### config.mk
export PLATFORM = sky130hd
export DESIGN_NAME = rob_multiport
export DESIGN_NICKNAME = d
export VERILOG_FILES = /design/src/rtl/rob_multiport.sv
export SDC_FILE = /design/constraint.sdc
export NUM_CORES = 2
export LEC_CHECK = 0
export BUFFER_PORTS_ARGS = -buffer_cell sky130_fd_sc_hd__buf_2
export CORE_ASPECT_RATIO = 1.75
export CORE_UTILIZATION = 57
export CTS_CLUSTER_DIAMETER = 60
export DETAILED_ROUTE_END_ITERATION = 12
export GPL_ROUTABILITY_DRIVEN = 0
export PLACE_DENSITY = 0.76
export SYNTH_ARGS = -nofsm -noshare
export SYNTH_HDL_FRONTEND = slang
export SYNTH_SLANG_ARGS = --single-unit
export TNS_END_PERCENT = 50
### constraint.sdc
create_clock -name clk_in -period 11.5 [get_ports clk_in]
set_clock_uncertainty 0.15 [all_clocks]
set_input_delay 1.15 -clock clk_in [delete_from_list [all_inputs] [get_ports clk_in]]
set_output_delay 1.15 -clock clk_in [all_outputs]
set_load 0.005 [all_outputs]
### src/rtl/rob_multiport.sv
// Reorder buffer: in-order allocate, out-of-order fill from CDB_PORTS result buses, in-order commit (max 1/cycle).
// Commit outputs are registered (1-cycle pulses); rdy_in low freezes all state; allocation is dropped when full.
module rob_multiport #(
  parameter int ROB_WIDTH = 3,
  parameter int ROB_SIZE  = 1 << ROB_WIDTH,
  parameter int CDB_PORTS = 2
) (
  input  logic                           clk_in,
  input  logic                           rst_in,
  input  logic                           rdy_in,
  input  logic                           new_entry_en,
  input  logic [1:0]                     new_entry_type,
  input  logic [4:0]                     new_entry_rd,
  input  logic [31:0]                    new_entry_pc,
  input  logic [31:0]                    new_entry_target,
  input  logic                           new_entry_predict,
  input  logic                           new_entry_ready,
  input  logic [31:0]                    new_entry_data,
  input  logic [CDB_PORTS-1:0]           cdb_en,
  input  logic [CDB_PORTS*ROB_WIDTH-1:0] cdb_idx,
  input  logic [CDB_PORTS*32-1:0]        cdb_data,
  input  logic [ROB_WIDTH-1:0]           query_idx_a,
  input  logic [ROB_WIDTH-1:0]           query_idx_b,
  output logic                           query_ready_a,
  output logic                           query_ready_b,
  output logic [31:0]                    query_data_a,
  output logic [31:0]                    query_data_b,
  output logic                           full,
  output logic                           empty,
  output logic [ROB_WIDTH-1:0]           tail_idx,
  output logic                           rf_we,
  output logic [4:0]                     rf_rd,
  output logic [ROB_WIDTH-1:0]           rf_idx,
  output logic [31:0]                    rf_data,
  output logic                           store_commit_en,
  output logic [ROB_WIDTH-1:0]           store_commit_idx,
  output logic                           bp_en,
  output logic [31:0]                    bp_pc,
  output logic                           bp_taken,
  output logic                           flush,
  output logic [31:0]                    redirect_pc
);

  typedef enum logic [1:0] {
    T_REGISTER = 2'd0,
    T_BRANCH   = 2'd1,
    T_JALR     = 2'd2,
    T_STORE    = 2'd3
  } entry_type_e;

  typedef struct packed {
    entry_type_e typ;
    logic [4:0]  rd;
    logic [31:0] pc;
    logic [31:0] target;
    logic        predict;
    logic [31:0] data;
  } entry_t;

  entry_t                 ent [ROB_SIZE];
  logic [ROB_SIZE-1:0]    busy;
  logic [ROB_SIZE-1:0]    ready;
  logic [ROB_WIDTH-1:0]   head;
  logic [ROB_WIDTH-1:0]   tail;
  logic [ROB_WIDTH:0]     count;

  logic                   cdb_hit [ROB_SIZE];
  logic [31:0]            cdb_val [ROB_SIZE];

  entry_t                 head_ent;
  logic                   do_alloc;
  logic                   do_commit;
  logic                   br_taken;
  logic                   mispredict;

  assign full     = (count == (ROB_WIDTH+1)'(ROB_SIZE));
  assign empty    = (count == '0);
  assign tail_idx = tail;

  assign head_ent  = ent[head];
  assign do_alloc  = new_entry_en && !full && !flush;
  assign do_commit = busy[head] && ready[head] && !flush;
  assign br_taken  = head_ent.data[0];

  always_comb begin
    mispredict = 1'b0;
    if (do_commit) begin
      if (head_ent.typ == T_BRANCH)
        mispredict = (br_taken != head_ent.predict);
      else if (head_ent.typ == T_JALR)
        mispredict = (head_ent.data != head_ent.target);
    end
  end

  // Per-entry CDB resolution; scanning high to low lets the lowest port win.
  always_comb begin
    for (int i = 0; i < ROB_SIZE; i++) begin
      cdb_hit[i] = 1'b0;
      cdb_val[i] = '0;
      for (int k = CDB_PORTS - 1; k >= 0; k--) begin
        if (cdb_en[k] && (cdb_idx[k*ROB_WIDTH +: ROB_WIDTH] == ROB_WIDTH'(i))) begin
          cdb_hit[i] = 1'b1;
          cdb_val[i] = cdb_data[k*32 +: 32];
        end
      end
    end
  end

  always_comb begin
    query_ready_a = busy[query_idx_a] && (cdb_hit[query_idx_a] || ready[query_idx_a]);
    query_data_a  = cdb_hit[query_idx_a] ? cdb_val[query_idx_a] : ent[query_idx_a].data;
    query_ready_b = busy[query_idx_b] && (cdb_hit[query_idx_b] || ready[query_idx_b]);
    query_data_b  = cdb_hit[query_idx_b] ? cdb_val[query_idx_b] : ent[query_idx_b].data;
  end

  // Payload storage needs no reset: busy/ready qualify every use.
  always_ff @(posedge clk_in) begin
    if (!rst_in && rdy_in && !flush) begin
      for (int i = 0; i < ROB_SIZE; i++) begin
        if (busy[i] && cdb_hit[i])
          ent[i].data <= cdb_val[i];
      end
      if (do_alloc) begin
        ent[tail].typ     <= entry_type_e'(new_entry_type);
        ent[tail].rd      <= new_entry_rd;
        ent[tail].pc      <= new_entry_pc;
        ent[tail].target  <= new_entry_target;
        ent[tail].predict <= new_entry_predict;
        ent[tail].data    <= new_entry_data;
      end
    end
  end

  always_ff @(posedge clk_in) begin
    if (rst_in) begin
      head             <= '0;
      tail             <= '0;
      count            <= '0;
      busy             <= '0;
      ready            <= '0;
      rf_we            <= 1'b0;
      rf_rd            <= '0;
      rf_idx           <= '0;
      rf_data          <= '0;
      store_commit_en  <= 1'b0;
      store_commit_idx <= '0;
      bp_en            <= 1'b0;
      bp_pc            <= '0;
      bp_taken         <= 1'b0;
      flush            <= 1'b0;
      redirect_pc      <= '0;
    end else if (rdy_in) begin
      rf_we           <= 1'b0;
      store_commit_en <= 1'b0;
      bp_en           <= 1'b0;
      flush           <= 1'b0;
      if (!flush) begin
        for (int i = 0; i < ROB_SIZE; i++) begin
          if (busy[i] && cdb_hit[i])
            ready[i] <= 1'b1;
        end
        if (do_alloc) begin
          busy[tail]  <= 1'b1;
          ready[tail] <= new_entry_ready;
          tail        <= tail + ROB_WIDTH'(1);
        end
        if (do_commit) begin
          busy[head]  <= 1'b0;
          ready[head] <= 1'b0;
          head        <= head + ROB_WIDTH'(1);
          case (head_ent.typ)
            T_REGISTER: begin
              rf_we   <= 1'b1;
              rf_rd   <= head_ent.rd;
              rf_idx  <= head;
              rf_data <= head_ent.data;
            end
            T_STORE: begin
              store_commit_en  <= 1'b1;
              store_commit_idx <= head;
            end
            T_BRANCH: begin
              bp_en       <= 1'b1;
              bp_pc       <= head_ent.pc;
              bp_taken    <= br_taken;
              redirect_pc <= br_taken ? head_ent.target : head_ent.pc + 32'd4;
            end
            default: begin
              rf_we       <= 1'b1;
              rf_rd       <= head_ent.rd;
              rf_idx      <= head;
              rf_data     <= head_ent.pc + 32'd4;
              redirect_pc <= head_ent.data;
            end
          endcase
        end
        count <= count + (ROB_WIDTH+1)'(do_alloc) - (ROB_WIDTH+1)'(do_commit);
        // A mispredict squashes everything younger, including this cycle's allocation.
        if (mispredict) begin
          busy  <= '0;
          ready <= '0;
          head  <= '0;
          tail  <= '0;
          count <= '0;
          flush <= 1'b1;
        end
      end
    end
  end

endmodule

==> flow_metrics.tcl <==
set metrics [dict create \
    place_area_um2 55050 \
    synth_nets 3603 \
    timing.final.crit_share_pct 58.24 \
    grt_use_met1_pct 42.52 \
    final_area_um2 58220 \
    remaining_drc_errors 0 \
    synth_compound_gate_area_share_pct 7.828 \
    clock.fmax_mhz 149.3 \
    fill_cells 6400 \
    worstHoldStart "rf_data[7]" \
    yosysTopAreaCell "edfxtp_1" \
    final_common_cell "edfxtp_1" \
    slew_viol_final 0 \
    drtIter0Drc 4509 \
    worstPathMaxFanout 34 \
    arrival_ns 5.40 \
    htreeDepth 3 \
    cts_buffer_depth 3 \
    finalSetupViolations 0 \
    syn_area_um2 52360 \
    p_leak_nw 20.25 \
    die_w_um 231.1 \
    p_total_mw 7.936 \
    synthMuxAreaShare_pct 29.39 \
    synth_cells 3402 \
    whs_ns 0.3067 \
    dp_hpwl_mm 104.9 \
    cts_tree "built" \
    synth_xor_area_share_pct 1.037 \
    ys_ff_latch 973 \
    vias 35750 \
    synth.yosys.seq_area_share_pct 53.10 \
    die_h_um 403.0 \
    yosys.area.top_type_share_pct 47.71 \
    drt_wl_total_mm 169.8 \
    worstHoldPathCells 2 \
    worst-setup-path-type "in2out" \
    yosys.area_share.simple_pct 5.140 \
    drt_pre_antenna_iters 5 \
    cts_setup_buffers 0 \
    clockRootBuffer "clkbuf_16" \
    rows 146 \
    critPathRequiredTime_ns 10.20 \
    rsz0062_at_grt "no" \
    ys_types 70 \
    endpoint_kind "output port" \
    rr_worst_depth 10 \
    track_usage_pct 36.89 \
    mostFrequentLayoutCells "edfxtp_1 (832), mux4_2 (532), buf_2 (364), nor2_1 (310), a22o_1 (266)" \
    cp_slowest_cell "mux2i_4" \
    grt_util_met3_pct 12.03 \
    fp.dieArea_um2 93130 \
    antenna_found_initial 36 \
    syn2layout_area_growth_pct 11.18 \
    syn_avg_cell_area_um2 15.39 \
    synth_ff_type "edfxtp_1" \
    synth_edf_count 832 \
    hold-path-endpoint "rf_data[7]" \
    worst-path-buf-inv 4 \
    clock_latency_ns 0.71 \
    hold_buffers 0 \
    synth_fa_ha_area_share_pct 0.3489 \
    yosysWarningCount 0 \
    slowest_delay_ns 0.90 \
    grt_max_degree 122 \
    critical_path.cell_chain "buf_2, nand2b_1, nor3_2, buf_4, or2_2, mux4_2, mux2i_4, buf_4, mux4_2, buf_2" \
    wl_per_cell_um 34.82 \
    fin_setup_tns_ns 0 \
    async_reset_ff_share_pct 0 \
    worst_slew_pin_slew_ns 1.135 \
    clock_sinks 973 \
    period_minus_slack_ns 6.698 \
    grt_overflow 0 \
    hold_violations 0 \
    drv_cap 0 \
    power_density_nw_per_um2 136.3 \
    ant_nets 0 \
    port-buffer-count 369 \
    layout-drive-gt1-share_pct 38.06 \
    hold_class "reg2reg" \
    timing.reg2reg.setup_slack_ns 5.78 \
    cpLargestDelayFamily "multiplexers" \
    grt_pass1_vias 36460 \
    via_per_inst 7.331 \
    r2r-end "ready[4]" \
    status "complete, no violations" \
    slew_headroom_pct 22.20 \
    path_clk_slew_ns 0.07 \
    numCtsBuffers 91 \
    peakVddDrop_v 0.0001525 \
    grt.busiest_layer "met2" \
    crit_path_start_kind "primary input" \
    synth_top_family_by_area "multiplexers" \
    post_cts_resized 0 \
    groute.layer.met2.usage_pct 58.56 \
    nets 3799 \
    synthTopCellsByArea "edfxtp_1 (48%), mux4_2 (23%), dfxtp_1 (5.4%)" \
    initial_core_util_pct 57.67 \
    core_um2 90790 \
    grt_pass1_wl_mm 245.5 \
    ios 370 \
]
[worst min-delay path, stage by stage (launching register included)]
cell and delay [ns]:
dfxtp_1 0.31, nand2_1 0.05, a21oi_1 0.05
[worst max path at each step]
stage / from / slack [ns] / to / cells past startpoint
3_3_place_gp: cdb_idx[1] / 4.84 / query_data_a[23] / 10
3_5_place_dp: cdb_idx[1] / 4.78 / query_data_a[23] / 10
2_1_floorplan: rdy_in / 5.86 / ent[0][0] / 7
4_1_cts: cdb_idx[1] / 4.77 / query_data_a[23] / 10
6_report: cdb_idx[1] / 4.80 / query_data_a[23] / 10
5_1_grt: cdb_idx[1] / 4.62 / query_data_a[23] / 10
[report_power, final]
group	total, mW	leakage [nW]	internal (mW)	switching, mW
Clock	3.15	1.51	1.74	1.42
Combinational	0.880	10.0	0.365	0.516
Sequential	3.90	8.73	3.87	0.0317
[cell type report]
cell class | instances | area (µm²) | share of cell area [%]
sequential | 973 | 27820 | 47.78
clock buffer | 112 | 2436 | 4.184
antenna | 17 | 42.54 | 0.07307
timing repair buffer | 447 | 2490 | 4.277
inverter | 30 | 140.1 | 0.2407
multi-input combinational | 2055 | 23120 | 39.72
clock inverter | 59 | 689.4 | 1.184
tap | 1184 | 1481 | 2.545
[registers in the layout, indices dropped and copies added, names as in the netlist, 4 cells and up, named ones only]
name	count
ready	8
bp_pc	32
ent	832
count	4
busy	8
redirect_pc	32
rf_data	32
rf_rd	5
[synthesized netlist by cell type (all sizes together), types with 50 or more instances]
cell type and count:
a211oi 50, edfxtp 832, a22o 266, mux4 533
clkbuf 240, mux2i 97, nand2 98, nor2 322
a21oi 74, buf 104, dfxtp 141, o21ai 52
mux2 214
[cells by family (layout without fill, tap and decap cells)]
family                     count (synthesis)  in the layout
xor gates and xnor gates                  62             62
adders and majority gates                 14             14
DFF                                      973            973
AOI/OAI and AO/OA                        535            535
buffers and inverters                    374            648
and+or+nand+nor                          600            600
muxes                                    844            844
other                                      0             17
[metal layers]
metal | vias to the layer above | wire, µm | part of all wire, %
li1 | 14340 | - | -
met1 | 17890 | 52870 | 31
met2 | 2722 | 80460 | 47
met3 | 776 | 23340 | 14
met4 | 26 | 12980 | 7.6
met5 | - | 173 | 0.10
[through the flow]
step / utilization (%) / setup slack [ns] / cells
after CTS: 64.08 / 4.772 / 4860
final: 64.12 / 4.802 / 4877
after detailed placement: 60.63 / 4.777 / 4689
after floorplan: - / 5.857 / 3402
after global placement: 60.63 / 4.836 / 4689
after global routing: 64.10 / 4.615 / 4869
Power figures use the tool's default switching activity.
